<file path="config.mk">
export PLATFORM = sky130hd
export DESIGN_NAME = header_filter
export DESIGN_NICKNAME = d
export VERILOG_FILES = /design/src/rtl/header_filter.sv
export SDC_FILE = /design/constraint.sdc
export NUM_CORES = 1
export LEC_CHECK = 0
export ABC_AREA = 1
export CORE_MARGIN = 2
export CORE_UTILIZATION = 25
export DETAILED_ROUTE_END_ITERATION = 16
export MAX_ROUTING_LAYER = met4
export SLEW_MARGIN = 15
export SYNTH_ARGS = -nofsm -noshare
export SYNTH_HDL_FRONTEND = slang
export SYNTH_SLANG_ARGS = --single-unit
</file>
<file path="constraint.sdc">
create_clock -name iClk -period 10.9 [get_ports iClk]
set_input_delay 2.18 -clock iClk [delete_from_list [all_inputs] [get_ports iClk]]
set_output_delay 2.18 -clock iClk [all_outputs]
set_load 0.01 [all_outputs]
</file>
<file path="src/rtl/header_filter.sv">
// header_filter: latches dest/src/ethertype headers, makes an accept/drop
// decision at payload SOP and stores accepted beats in a first-word-fall-through
// FIFO with a ready/valid output. Keeps saturating packet statistics.
module header_filter #(
  parameter int DATA_W     = 64,
  parameter int BE_W       = 8,
  parameter int FIFO_DEPTH = 16,
  parameter int MAX_BEATS  = 8,
  parameter int CNT_W      = 32
) (
  input  logic              iClk,
  input  logic              iReset,
  input  logic              iPayload_valid,
  input  logic [DATA_W-1:0] iPayload,
  input  logic              iSop,
  input  logic              iEop,
  input  logic [BE_W-1:0]   iByte_enable,
  input  logic [47:0]       iHeader_A,
  input  logic              iHeader_A_valid,
  input  logic [47:0]       iHeader_B,
  input  logic              iHeader_B_valid,
  input  logic [15:0]       iHeader_C,
  input  logic              iHeader_C_valid,
  input  logic [47:0]       iMac_addr,
  input  logic [15:0]       iEthertype,
  input  logic              iEthertype_en,
  input  logic              iReady,
  output logic              oValid,
  output logic [DATA_W-1:0] oData,
  output logic              oSop,
  output logic              oEop,
  output logic [BE_W-1:0]   oByte_enable,
  output logic [CNT_W-1:0]  oAccept_cnt,
  output logic [CNT_W-1:0]  oDrop_cnt,
  output logic [CNT_W-1:0]  oTrunc_cnt,
  output logic [CNT_W-1:0]  oErr_cnt
);

  localparam int AW = $clog2(FIFO_DEPTH);
  localparam int CW = AW + 1;
  localparam int BW = $clog2(MAX_BEATS + 1);
  localparam int EW = 2 + BE_W + DATA_W;

  typedef enum logic [1:0] {S_IDLE, S_PASS, S_DROP} state_t;

  state_t            r_state, w_state_n;
  logic [BW-1:0]     r_bcnt, w_bcnt_n;

  logic [47:0]       r_hdr_a, r_hdr_b;
  logic [15:0]       r_hdr_c;
  logic              r_seen_a, r_seen_b, r_seen_c;

  logic [EW-1:0]     r_mem [FIFO_DEPTH];
  logic [AW-1:0]     r_wr, r_rd;
  logic [CW-1:0]     r_count;
  logic [CW-1:0]     r_vis;
  logic              r_push_d;

  logic [CNT_W-1:0]  r_acc, r_drop, r_trunc, r_err;

  logic              w_sop_beat;
  logic [47:0]       w_hdr_a;
  logic [15:0]       w_hdr_c;
  logic              w_seen_all;
  logic              w_match;
  logic              w_space;
  logic              w_push, w_pop;
  logic [EW-1:0]     w_push_entry;
  logic [EW-1:0]     w_head;
  logic              w_inc_acc, w_inc_drop, w_inc_trunc, w_inc_err;
  logic              w_unused_hdr_b;

  assign w_sop_beat     = iPayload_valid & iSop;
  assign w_unused_hdr_b = ^r_hdr_b;

  // A strobe arriving together with SOP takes part in that SOP's decision.
  assign w_hdr_a    = iHeader_A_valid ? iHeader_A : r_hdr_a;
  assign w_hdr_c    = iHeader_C_valid ? iHeader_C : r_hdr_c;
  assign w_seen_all = (r_seen_a | iHeader_A_valid) &
                      (r_seen_b | iHeader_B_valid) &
                      (r_seen_c | iHeader_C_valid);
  assign w_match    = w_seen_all &
                      ((w_hdr_a == iMac_addr) | (w_hdr_a == '1)) &
                      (!iEthertype_en | (w_hdr_c == iEthertype));
  // Equivalent to FIFO_DEPTH - count >= MAX_BEATS, written without underflow.
  assign w_space    = (r_count <= CW'(FIFO_DEPTH - MAX_BEATS));

  // Header registers and seen flags; flags clear whenever a SOP is consumed.
  always_ff @(posedge iClk) begin
    if (iReset) begin
      r_hdr_a  <= '0;
      r_hdr_b  <= '0;
      r_hdr_c  <= '0;
      r_seen_a <= 1'b0;
      r_seen_b <= 1'b0;
      r_seen_c <= 1'b0;
    end else begin
      if (iHeader_A_valid) r_hdr_a <= iHeader_A;
      if (iHeader_B_valid) r_hdr_b <= iHeader_B;
      if (iHeader_C_valid) r_hdr_c <= iHeader_C;
      if (w_sop_beat) begin
        r_seen_a <= 1'b0;
        r_seen_b <= 1'b0;
        r_seen_c <= 1'b0;
      end else begin
        if (iHeader_A_valid) r_seen_a <= 1'b1;
        if (iHeader_B_valid) r_seen_b <= 1'b1;
        if (iHeader_C_valid) r_seen_c <= 1'b1;
      end
    end
  end

  // FSM state and beat-count register.
  always_ff @(posedge iClk) begin
    if (iReset) begin
      r_state <= S_IDLE;
      r_bcnt  <= '0;
    end else begin
      r_state <= w_state_n;
      r_bcnt  <= w_bcnt_n;
    end
  end

  // Next-state, FIFO write request and counter increments.
  always_comb begin
    w_state_n    = r_state;
    w_bcnt_n     = r_bcnt;
    w_push       = 1'b0;
    w_push_entry = '0;
    w_inc_acc    = 1'b0;
    w_inc_drop   = 1'b0;
    w_inc_trunc  = 1'b0;
    w_inc_err    = 1'b0;
    if (iPayload_valid) begin
      unique case (r_state)
        S_IDLE, S_DROP: begin
          if (iSop) begin
            if (w_match && w_space) begin
              w_push       = 1'b1;
              w_push_entry = {1'b1, iEop, iByte_enable, iPayload};
              w_bcnt_n     = BW'(1);
              w_inc_acc    = 1'b1;
              w_state_n    = iEop ? S_IDLE : S_PASS;
            end else begin
              w_inc_drop   = 1'b1;
              w_state_n    = iEop ? S_IDLE : S_DROP;
            end
          end else if (r_state == S_DROP && iEop) begin
            w_state_n = S_IDLE;
          end
        end
        S_PASS: begin
          if (iSop) begin
            // Close the open packet with an empty terminator beat and discard
            // the packet that started unexpectedly.
            w_push       = 1'b1;
            w_push_entry = {1'b0, 1'b1, {BE_W{1'b0}}, {DATA_W{1'b0}}};
            w_inc_err    = 1'b1;
            w_bcnt_n     = '0;
            w_state_n    = iEop ? S_IDLE : S_DROP;
          end else begin
            w_push       = 1'b1;
            w_push_entry = {1'b0, iEop, iByte_enable, iPayload};
            w_bcnt_n     = r_bcnt + BW'(1);
            if (iEop) begin
              w_state_n = S_IDLE;
            end else if (r_bcnt + BW'(1) == BW'(MAX_BEATS)) begin
              w_push_entry[EW-2] = 1'b1;
              w_inc_trunc        = 1'b1;
              w_state_n          = S_DROP;
            end
          end
        end
        default: w_state_n = S_IDLE;
      endcase
    end
  end

  // FIFO storage; contents need no reset since visibility is tracked separately.
  always_ff @(posedge iClk) begin
    if (w_push) r_mem[r_wr] <= w_push_entry;
  end

  // FIFO pointers, occupancy and visible-entry count. A written entry becomes
  // visible one edge after its write; r_count includes not-yet-visible entries
  // so admission always reserves against the true occupancy.
  always_ff @(posedge iClk) begin
    if (iReset) begin
      r_wr     <= '0;
      r_rd     <= '0;
      r_count  <= '0;
      r_vis    <= '0;
      r_push_d <= 1'b0;
    end else begin
      if (w_push) r_wr <= r_wr + AW'(1);
      if (w_pop)  r_rd <= r_rd + AW'(1);
      r_count  <= r_count + CW'(w_push) - CW'(w_pop);
      r_vis    <= r_vis + CW'(r_push_d) - CW'(w_pop);
      r_push_d <= w_push;
    end
  end

  assign oValid       = (r_vis != '0);
  assign w_pop        = oValid & iReady;
  assign w_head       = r_mem[r_rd];
  assign oSop         = oValid & w_head[EW-1];
  assign oEop         = oValid & w_head[EW-2];
  assign oByte_enable = oValid ? w_head[DATA_W +: BE_W] : '0;
  assign oData        = oValid ? w_head[DATA_W-1:0] : '0;

  // Saturating statistics counters, bumped on the decision cycle.
  always_ff @(posedge iClk) begin
    if (iReset) begin
      r_acc   <= '0;
      r_drop  <= '0;
      r_trunc <= '0;
      r_err   <= '0;
    end else begin
      if (w_inc_acc   && r_acc   != '1) r_acc   <= r_acc   + CNT_W'(1);
      if (w_inc_drop  && r_drop  != '1) r_drop  <= r_drop  + CNT_W'(1);
      if (w_inc_trunc && r_trunc != '1) r_trunc <= r_trunc + CNT_W'(1);
      if (w_inc_err   && r_err   != '1) r_err   <= r_err   + CNT_W'(1);
    end
  end

  assign oAccept_cnt = r_acc;
  assign oDrop_cnt   = r_drop;
  assign oTrunc_cnt  = r_trunc;
  assign oErr_cnt    = r_err;

endmodule

</file>
# Yosys cells after proc, flatten, opt, wreduce, memory -nomap -nowiden
# Memory sizes are Yosys's and may differ from the RTL's. A register that Yosys moved wholly into a read port is not among the register bits.
# Cells that the tools add are included.
[totals]
reg_bits = 220
ramBits = 1184
out_inout_bits = 203
elab_cells = 115
n_memories = 1
[mem_list]
columns = ["memory", "words", "word_bits", "rd", "rd_clocked_by_memory_dff", "wr", "line_no", "text"]
rows = [
  ["r_mem", 16, 74, 1, 1, 1, "53", "logic [EW-1:0] r_mem [FIFO_DEPTH];"],
]
[op_classes]
add_sub_neg = 11
magnitude_cmp = 1
eq_ne = 14
mux = 45
bitwise_logic = 13
reduce_logical = 14
[op_table]
columns = ["op", "n"]
rows = [
  ["$mux W74", 3],
  ["$pmux W74 S2", 1],
  ["$add A32 B1 Y32 const B", 4],
  ["$ne A32 B32 Y1 const B", 4],
  ["$mux W73", 1],
  ["$mux W64", 1],
  ["$eq A48 B48 Y1", 1],
  ["$eq A48 B48 Y1 const B", 1],
  ["$mux W48", 1],
  ["$mux W1", 21],
  ["$mux W4", 5],
  ["$eq A16 B16 Y1", 1],
  ["$mux W16", 1],
  ["$mux W2", 7],
  ["$add A4 B1 Y4 const B", 3],
  ["$add A5 B1 Y5", 2],
  ["$sub A5 B1 Y5", 2],
  ["$and A1 B1 Y1", 8],
  ["$mux W8", 1],
  ["$pmux W4 S2", 1],
  ["$logic_and A1 B1 Y1", 6],
  ["$le A5 B4 Y1 const B", 1],
  ["$or A1 B1 Y1", 5],
  ["$reduce_bool A5 Y1", 1],
  ["14 further kinds", 16],
]

# Logic depth before layout (Yosys ltp)
# Gate-level depths: netlist of the first run.
[logic_depth]
word_depth = 12
depth_mapped = 26
mapped_depth_nobuf = 24

# Worst setup path before layout of the first run
# OpenSTA, ideal clock, no wires.
[synth_path]
path_kind = "input-to-reg"
startpoint = "input iHeader_C_valid"
endpoint = "memory r_mem[8][0] (netlist bit) (enable)"
arrival_time_ps = 8746
t_required_ps = 10303
setup_slack_ps = 1556
cell_stages = 16
n_path_buf = 3
cell_sequence = "buf_4 -> inv_2 -> buf_4 -> nand2_1 -> nand3_1 -> nand2_1 -> nor2_1 -> nand2_1 -> nor2_1 -> nand2_1 -> a21oi_2 -> nand2_2 -> nand2_4 -> nand2_4 -> buf_2 -> nor3_1"
[synth_between]
elab_chain_len = 11
elab_cells_between_ends = 14
[synth_rtl]
columns = ["item", "line_no", "text"]
rows = [
  ["start, declared", "23", "input logic iHeader_C_valid,"],
  ["$mux W16 or $or A1 B1 Y1 (tied branches)", "n/a", ""],
  ["$eq A16 B16 Y1 or $and A1 B1 Y1 (tied branches)", "84, 80", ""],
  ["$or A1 B1 Y1 or $and A1 B1 Y1 (tied branches)", "84, 82", ""],
  ["$and A1 B1 Y1 *", "83", "((w_hdr_a == iMac_addr) | (w_hdr_a == '1)) &"],
  ["$logic_and A1 B1 Y1 *", "138", "if (w_match && w_space) begin"],
  ["$mux W1 *", "138", ""],
  ["$mux W1 *", "137", "if (iSop) begin"],
  ["$pmux W1 S2 *", "135", "unique case (r_state)"],
  ["$mux W1 *", "134", "if (iPayload_valid) begin"],
  ["$mux W1 *", "181", "if (w_push) r_mem[r_wr] <= w_push_entry;"],
  ["$mux W1 (implied by the code) *", "181", ""],
  ["end, declared", "53", ""],
]
# Mark *: on every way between the ends. The rest lies on a longest branch, timed or not.

==> results.yml, run 1 <==
status:
  status: "completed"
worst_setup_path:
  crit_path_frequent_cell: "buf_4"
  reg2reg_from: "r_hdr_a[2]"
  cp_slowest_cell: "buf_4"
  crit_chain: "buf_4 -> buf_4 -> o21ai_0 -> o221ai_1 -> nand3_1 -> a21oi_1 -> clkdlybuf4s50_1"
  critPathMaxStageDelay_ns: 0.95
  start_kind: "register"
  cp_max_fo: 91
  cp_num_buf_inv: 3
  path_class: "register to primary output"
  crit_family: "buffers and inverters"
  crit_required_ns: 8.72
  arrival_ns: 5.36
  r2r_setup_slack_ns: 6.41
  endpoint_kind: "primary output"
global_route:
  grtUsageTotal_pct: 15.5
  antenna_found_initial: 23
  grt_pass1_wl_um: 277000
  grt-ovfl-total: 0
  grt_pass1_vias: 43000
  grt_max_degree: 255
pwr:
  p_per_area_mw_per_mm2: 190
  intPower_mw: 9.72
  irDropWorstVdd_v: 0.000138
  total_leakage_power_nw: 24.9
  combPwrFrac_pct: 18.9
  p_seq_share_pct: 42.8
  power_switching_mw: 3.98
  p_clk_share_pct: 38.3
  swShare_pct: 29.1
  total_power_mw: 13.7
final_layout:
  drive_gt1_share_pct: 5.82
  nets: 5968
  syn_to_final_growth_pct: 21.3
  fin_util_pct: 30.4
  instances_no_fill: 8992
hold_path:
  hold_start: "r_seen_b"
  hp-class: "register to register"
cts:
  cts_sinks: 1408
  cts_tree: "done"
  cts.path.max_buffers: 3
  clockRootBuffer: "clkbuf_16"
  post_cts_buffers: 0
  clk_pin_slew_ns: 0.05
  cts_buffers: 153
  htreeDepth: 4
  worstSkewPairLatency_ns: 0.82
  ctsHoldBuffers: 0
  cts_resized: 0
synthesis:
  syn_nets: 5695
  synth_area_mm2: 0.0596
  synthCells: 5412
  async_flop_share_pct: 0
  yosys_warnings: 0
  synth_ff_type: "edfxtp_1"
  ys_seq_elements: 1408
  yosysSeqAreaShare_pct: 67.2
  yosysTopAreaCell: "edfxtp_1"
  ys_types: 43
  synth.top_cell.area_share_pct: 59.7
  postSynthAreaPerCell_um2: 11.0
  synth_edf_count: 1184
  synthTopCellsByArea: "edfxtp_1 (60%), dfxtp_1 (7.5%), o21ai_0 (5.4%), nor2_1 (5.0%), nand2_1 (4.0%)"
sta:
  whs_ns: 0.459
  skew_ns: 0.0730
  setup_tns_ns: 0
  slew_headroom_pct: 9.23
  fmax_mhz: 133
  finalMaxSlewViolations: 0
  setup_viol: 0
  tightest_slew_ns: 1.36
  min_period_over_period_pct: 69.2
  fin_crit_ns: 7.54
  hold_viol: 0
  rsz0062_at_grt: "no"
placement:
  dp_cells: 8697
  io_buffers: 412
  gp_congestion: 0.932
  dp_hpwl_um: 103000
floorplanning:
  die_height_um: 492
  rows: 179
  die_area_mm2: 0.242
  ios: 461
  start_util_pct: 25.1
  dieWidth_um: 492
  core_mm2: 0.237
drt:
  wl_met2_um: 89400
  vias: 44400
  wl_met1_um: 78400
  drtPass1Iterations: 7
  top_layer_used: "met4"
  routed_wl_um: 190000
  dr_wl_met3_um: 16900
  wl_per_cell_um: 21.1
  viasPerCell: 4.94
  drc: 0
  ant_nets: 0
  drt_iter0_markers: 4780
run:
  max_cap_viol_count: 0
synthesized netlist by cell type (all sizes together), types with 4 or more instances:
master and count:
inv 246, ha 23, nand2 645, nor2 800, clkbuf 295, a21oi 302
edfxtp 1184, a31oi 5, nand4 73, xor2 73, o22ai 88, xnor2 14
buf 61, and3 4, nand3 240, nor3 92, o21ai 655, o211ai 89
nor4 32, o221ai 208, nand3b 34, o21a 8, nor3b 5, dfxtp 224
power by group through the flow:
stage          logic [mW]  clock network [mW]  registers (mW)
2_1_floorplan        1.52                   0            5.91
3_3_place_gp         2.55                   0            5.97
3_5_place_dp         2.61                   0            5.98
4_1_cts              2.62                5.36            5.86
5_1_grt              2.85                5.57            5.87
6_report             2.59                5.24            5.86
worst paths after layout:
path                                     end  cells after the start
worst max register to register  r_mem[6][38]                     14
worst min-delay path                r_seen_b                      2
worst max-delay path               oData[35]                      7
worst min register to register      r_seen_b                      2
flip-flops by register name, summed over array words and instances, names as in the netlist, named ones only:
register / flops
oAccept_cnt: 32
oDrop_cnt: 32
oErr_cnt: 32
oTrunc_cnt: 32
r_bcnt: 4
r_count: 5
r_hdr_a: 48
r_hdr_c: 16
r_mem: 1184
r_push_d: 1
r_rd: 4
r_seen_a: 1
r_seen_b: 1
r_seen_c: 1
r_state: 2
r_vis: 5
r_wr: 4
cell families (layout without fill, tap and decap cells):
logic type      Yosys count  after routing  share of synthesized area, %
simple gates           1929           1929                          13.6
flops                  1408           1408                          67.2
compound gates         1360           1360                          13.4
buf+inv                 603            997                          3.94
xor+xnor                 87             87                          1.28
fa+ha+maj                25             25                         0.550
other cells               0             19                             0
cell type report:
type | count | area [um2]
Sequential cell | 1408 | 40100
Clock inverter | 87 | 1060
Multi-Input combinational cell | 3401 | 17300
Timing Repair Buffer | 474 | 4790
Tap cell | 3167 | 3960
Clock buffer | 189 | 4080
Fill cell | 24000 | 165000
Antenna cell | 19 | 47.5
Inverter | 247 | 948
cell usage in the layout (no fill, tap or decap), types with 10 or more instances in the layout:
master           instances
a21oi_1                294
buf_12                  16
buf_4                   46
bufinv_16               14
clkbuf_1                28
clkbuf_16              156
clkdlybuf4s50_1        409
clkinv_1                26
clkinv_16               10
clkinv_2                24
dfxtp_1                220
diode_2                 19
edfxtp_1              1184
ha_1                    23
inv_1                  238
nand2_1                641
nand3_1                239
nand3b_1                34
nand4_1                 72
nor2_1                 798
nor3_1                  76
nor3_2                  16
nor4_1                  31
o211ai_1                89
o21ai_0                639
o21ai_1                 16
o221ai_1               208
o22ai_1                 88
xnor2_1                 14
xor2_1                  73
per-layer routing:
| metal | GRT usage [%] | up-vias |
|---|---|---|
| met5 | - | - |
| li1 | - | 20200 |
| met4 | 4.77 | 0 |
| met1 | 19.7 | 22000 |
| met3 | 3.53 | 284 |
| met2 | 24.5 | 1937 |
metrics by stage:
step,cell area (um2),setup slack [ns]
floorplan,59600,1.56
global placement,67000,3.27
detailed placement,67000,3.15
CTS,72200,3.28
global route,72200,3.05
finish,72200,3.36
worst reg2reg max path, delay by kind of cell, from the launching register on:
| kind | cells | cell delay, ns |
|---|---|---|
| and+or+nand+nor | 10 | 1.99 |
| AOI/OAI and AO/OA | 1 | 1.02 |
| buffers and inverters | 3 | 0.86 |
| DFF | 1 | 0.31 |
Note: power is estimated with default switching activity, not from simulation.
==> run 2, diff against run 1 <==
- clock period: 10.9 -> 7.67 ns (I/O delays scaled with it)
==> run 2 against run 1 <==
  * Worst setup slack got worse by 1.9 ns
  * Die area unchanged
  * Sequential cell count unchanged
  * Hold slack lost 0.0057 ns
  * Sequential power increased by 42%
  * Critical path depth is the same
  * Via count is essentially flat
  * Clock power rose by 40%
  * Non-clock buffer count grew 52
  * Clock-buffer cell count grew 7
  * Clock skew grew 0.0032 ns
==> results.yml, run 2 (synthesized netlist as in run 1, its figures left out) <==
status:
  status: "completed"
cts:
  htreeDepth: 4
  post_cts_buffers: 0
  ctsHoldBuffers: 0
  worstSkewPairLatency_ns: 0.83
  clk_pin_slew_ns: 0.06
  clockRootBuffer: "clkbuf_16"
  cts_sinks: 1408
  cts.path.max_buffers: 3
  cts_tree: "done"
  cts_buffers: 154
  cts_resized: 0
hold_path:
  hold_path_depth: 2
  hp-class: "register to register"
  hold_start: "r_seen_b"
sta:
  fmax_mhz: 162
  min_period_over_period_pct: 80.7
  tightest_slew_ns: 1.28
  whs_ns: 0.453
  fin_crit_ns: 6.19
  setup_viol: 0
  finalMaxSlewViolations: 0
  setup_tns_ns: 0
  slew_headroom_pct: 14.5
  hold_viol: 0
  worst_slack_ns: 1.48
  skew_ns: 0.0762
  rsz0062_at_grt: "no"
worst_setup_path:
  r2r_setup_slack_ns: 3.64
  arrival_ns: 4.66
  start_kind: "register"
  crit_end: "oData[35]"
  critPathMaxStageDelay_ns: 0.91
  crit_required_ns: 6.14
  timing.rr.end: "r_count[4]"
  cp_slowest_cell: "buf_4"
  reg2reg_from: "r_hdr_a[2]"
  path_class: "register to primary output"
  r2r.worst_path.cells: 23
  endpoint_kind: "primary output"
  crit_chain: "buf_4 -> buf_4 -> o21ai_0 -> o221ai_1 -> nand3_1 -> a21oi_1 -> clkdlybuf4s50_1"
  crit_path_frequent_cell: "buf_4"
  cp_max_fo: 108
drt:
  wl_per_cell_um: 21.1
  viasPerCell: 4.92
  drt_iter0_markers: 4480
  drc: 0
  routed_wl_um: 190000
  vias: 44400
  ant_nets: 0
  drtPass1Iterations: 6
final_layout:
  stdcell_area_mm2: 0.0726
  drive_gt1_share_pct: 6.53
  final_cell_mix: "edfxtp_1 (1184), nor2_1 (798), nand2_1 (641), o21ai_0 (639), clkdlybuf4s50_1 (409)"
  nets: 6021
  nFillCells: 24100
  mostFrequentLayoutCell: "edfxtp_1"
  fin_util_pct: 30.6
  syn_to_final_growth_pct: 21.9
  instances_no_fill: 9034
  largest_reg_flops: 1184
  top_register: "r_mem"
  reg_top3: "r_mem x1184, r_hdr_a x48"
global_route:
  use_met1_pct: 20.4
  grtUsageTotal_pct: 15.6
  grt-ovfl-total: 0
  grt_max_degree: 259
  grt_use_met3_pct: 3.30
  antenna_found_initial: 20
  grtUsageMet2_pct: 24.4
  grt_pass1_vias: 42700
  grt.busiest_layer: "met2"
  grt_pass1_wl_um: 279000
floorplanning:
  ios: 461
  core_mm2: 0.237
  die_area_mm2: 0.242
  rows: 179
  dieWidth_um: 492
  die_height_um: 492
  start_util_pct: 25.1
pwr:
  power_switching_mw: 5.71
  combPwrFrac_pct: 19.2
  swShare_pct: 29.4
  intPower_mw: 13.7
  total_leakage_power_nw: 25.2
  p_per_area_mw_per_mm2: 267
  p_seq_share_pct: 42.9
  p_clk_share_pct: 37.9
  irDropWorstVdd_v: 0.000204
  total_power_mw: 19.4
placement:
  place_worst_setup_slack_ns: 1.50
  placed_area_mm2: 0.0675
  dp_hpwl_um: 103000
  dp_cells: 8749
  gp_congestion: 0.897
  io_buffers: 412
run:
  max_cap_viol_count: 0
run 2: cell count changes in the layout (fill, tap and decap cells not counted), sizes merged:
cell / delta
clkinv: -15
diode: -3
buf: +52
bufinv: -4
clkbuf: +7
inv: +5
run 2: area by class of cell:
| type | instances | area, um2 | share of cell area (%) |
|---|---|---|---|
| sequential | 1408 | 40100 | 55.2 |
| clock buffer | 196 | 4100 | 5.65 |
| timing repair buffer | 526 | 5290 | 7.28 |
| clock inverter | 73 | 906 | 1.25 |
| tap | 3167 | 3960 | 5.46 |
| multi-input combinational | 3401 | 17300 | 23.8 |
| inverter | 247 | 953 | 1.31 |
| antenna | 16 | 40.0 | 0.0552 |
run 2: power groups by stage:
stage	sequential [mW]	clock, mW	combinational [mW]
finish	8.31	7.35	3.73
global route	8.31	7.79	4.08
CTS	8.31	7.49	3.77
detailed placement	8.47	0	3.76
global placement	8.47	0	3.67
floorplan	8.41	0	2.16
run 2: worst min path at each step:
stage / slack (ns) / to
after floorplan: 0.43 / r_seen_b
after global placement: 0.44 / r_seen_b
after detailed placement: 0.45 / r_seen_b
after CTS: 0.46 / r_seen_b
after global routing: 0.49 / r_seen_b
final: 0.45 / r_seen_b
run 2: worst max-delay path, delay by kind of cell, from the launching register on:
family / cells / cell delay, ns
DFF: 1 / 0.61
AOI/OAI and AO/OA: 3 / 1.03
and+or+nand+nor: 1 / 0.10
buffers and inverters: 3 / 2.06
run 2: routing by layer:
layer,share of wire (%),vias to the layer above
li1,-,20300
met4,2.3,0
met1,43,22000
met2,47,1841
met5,0,-
met3,8.2,251
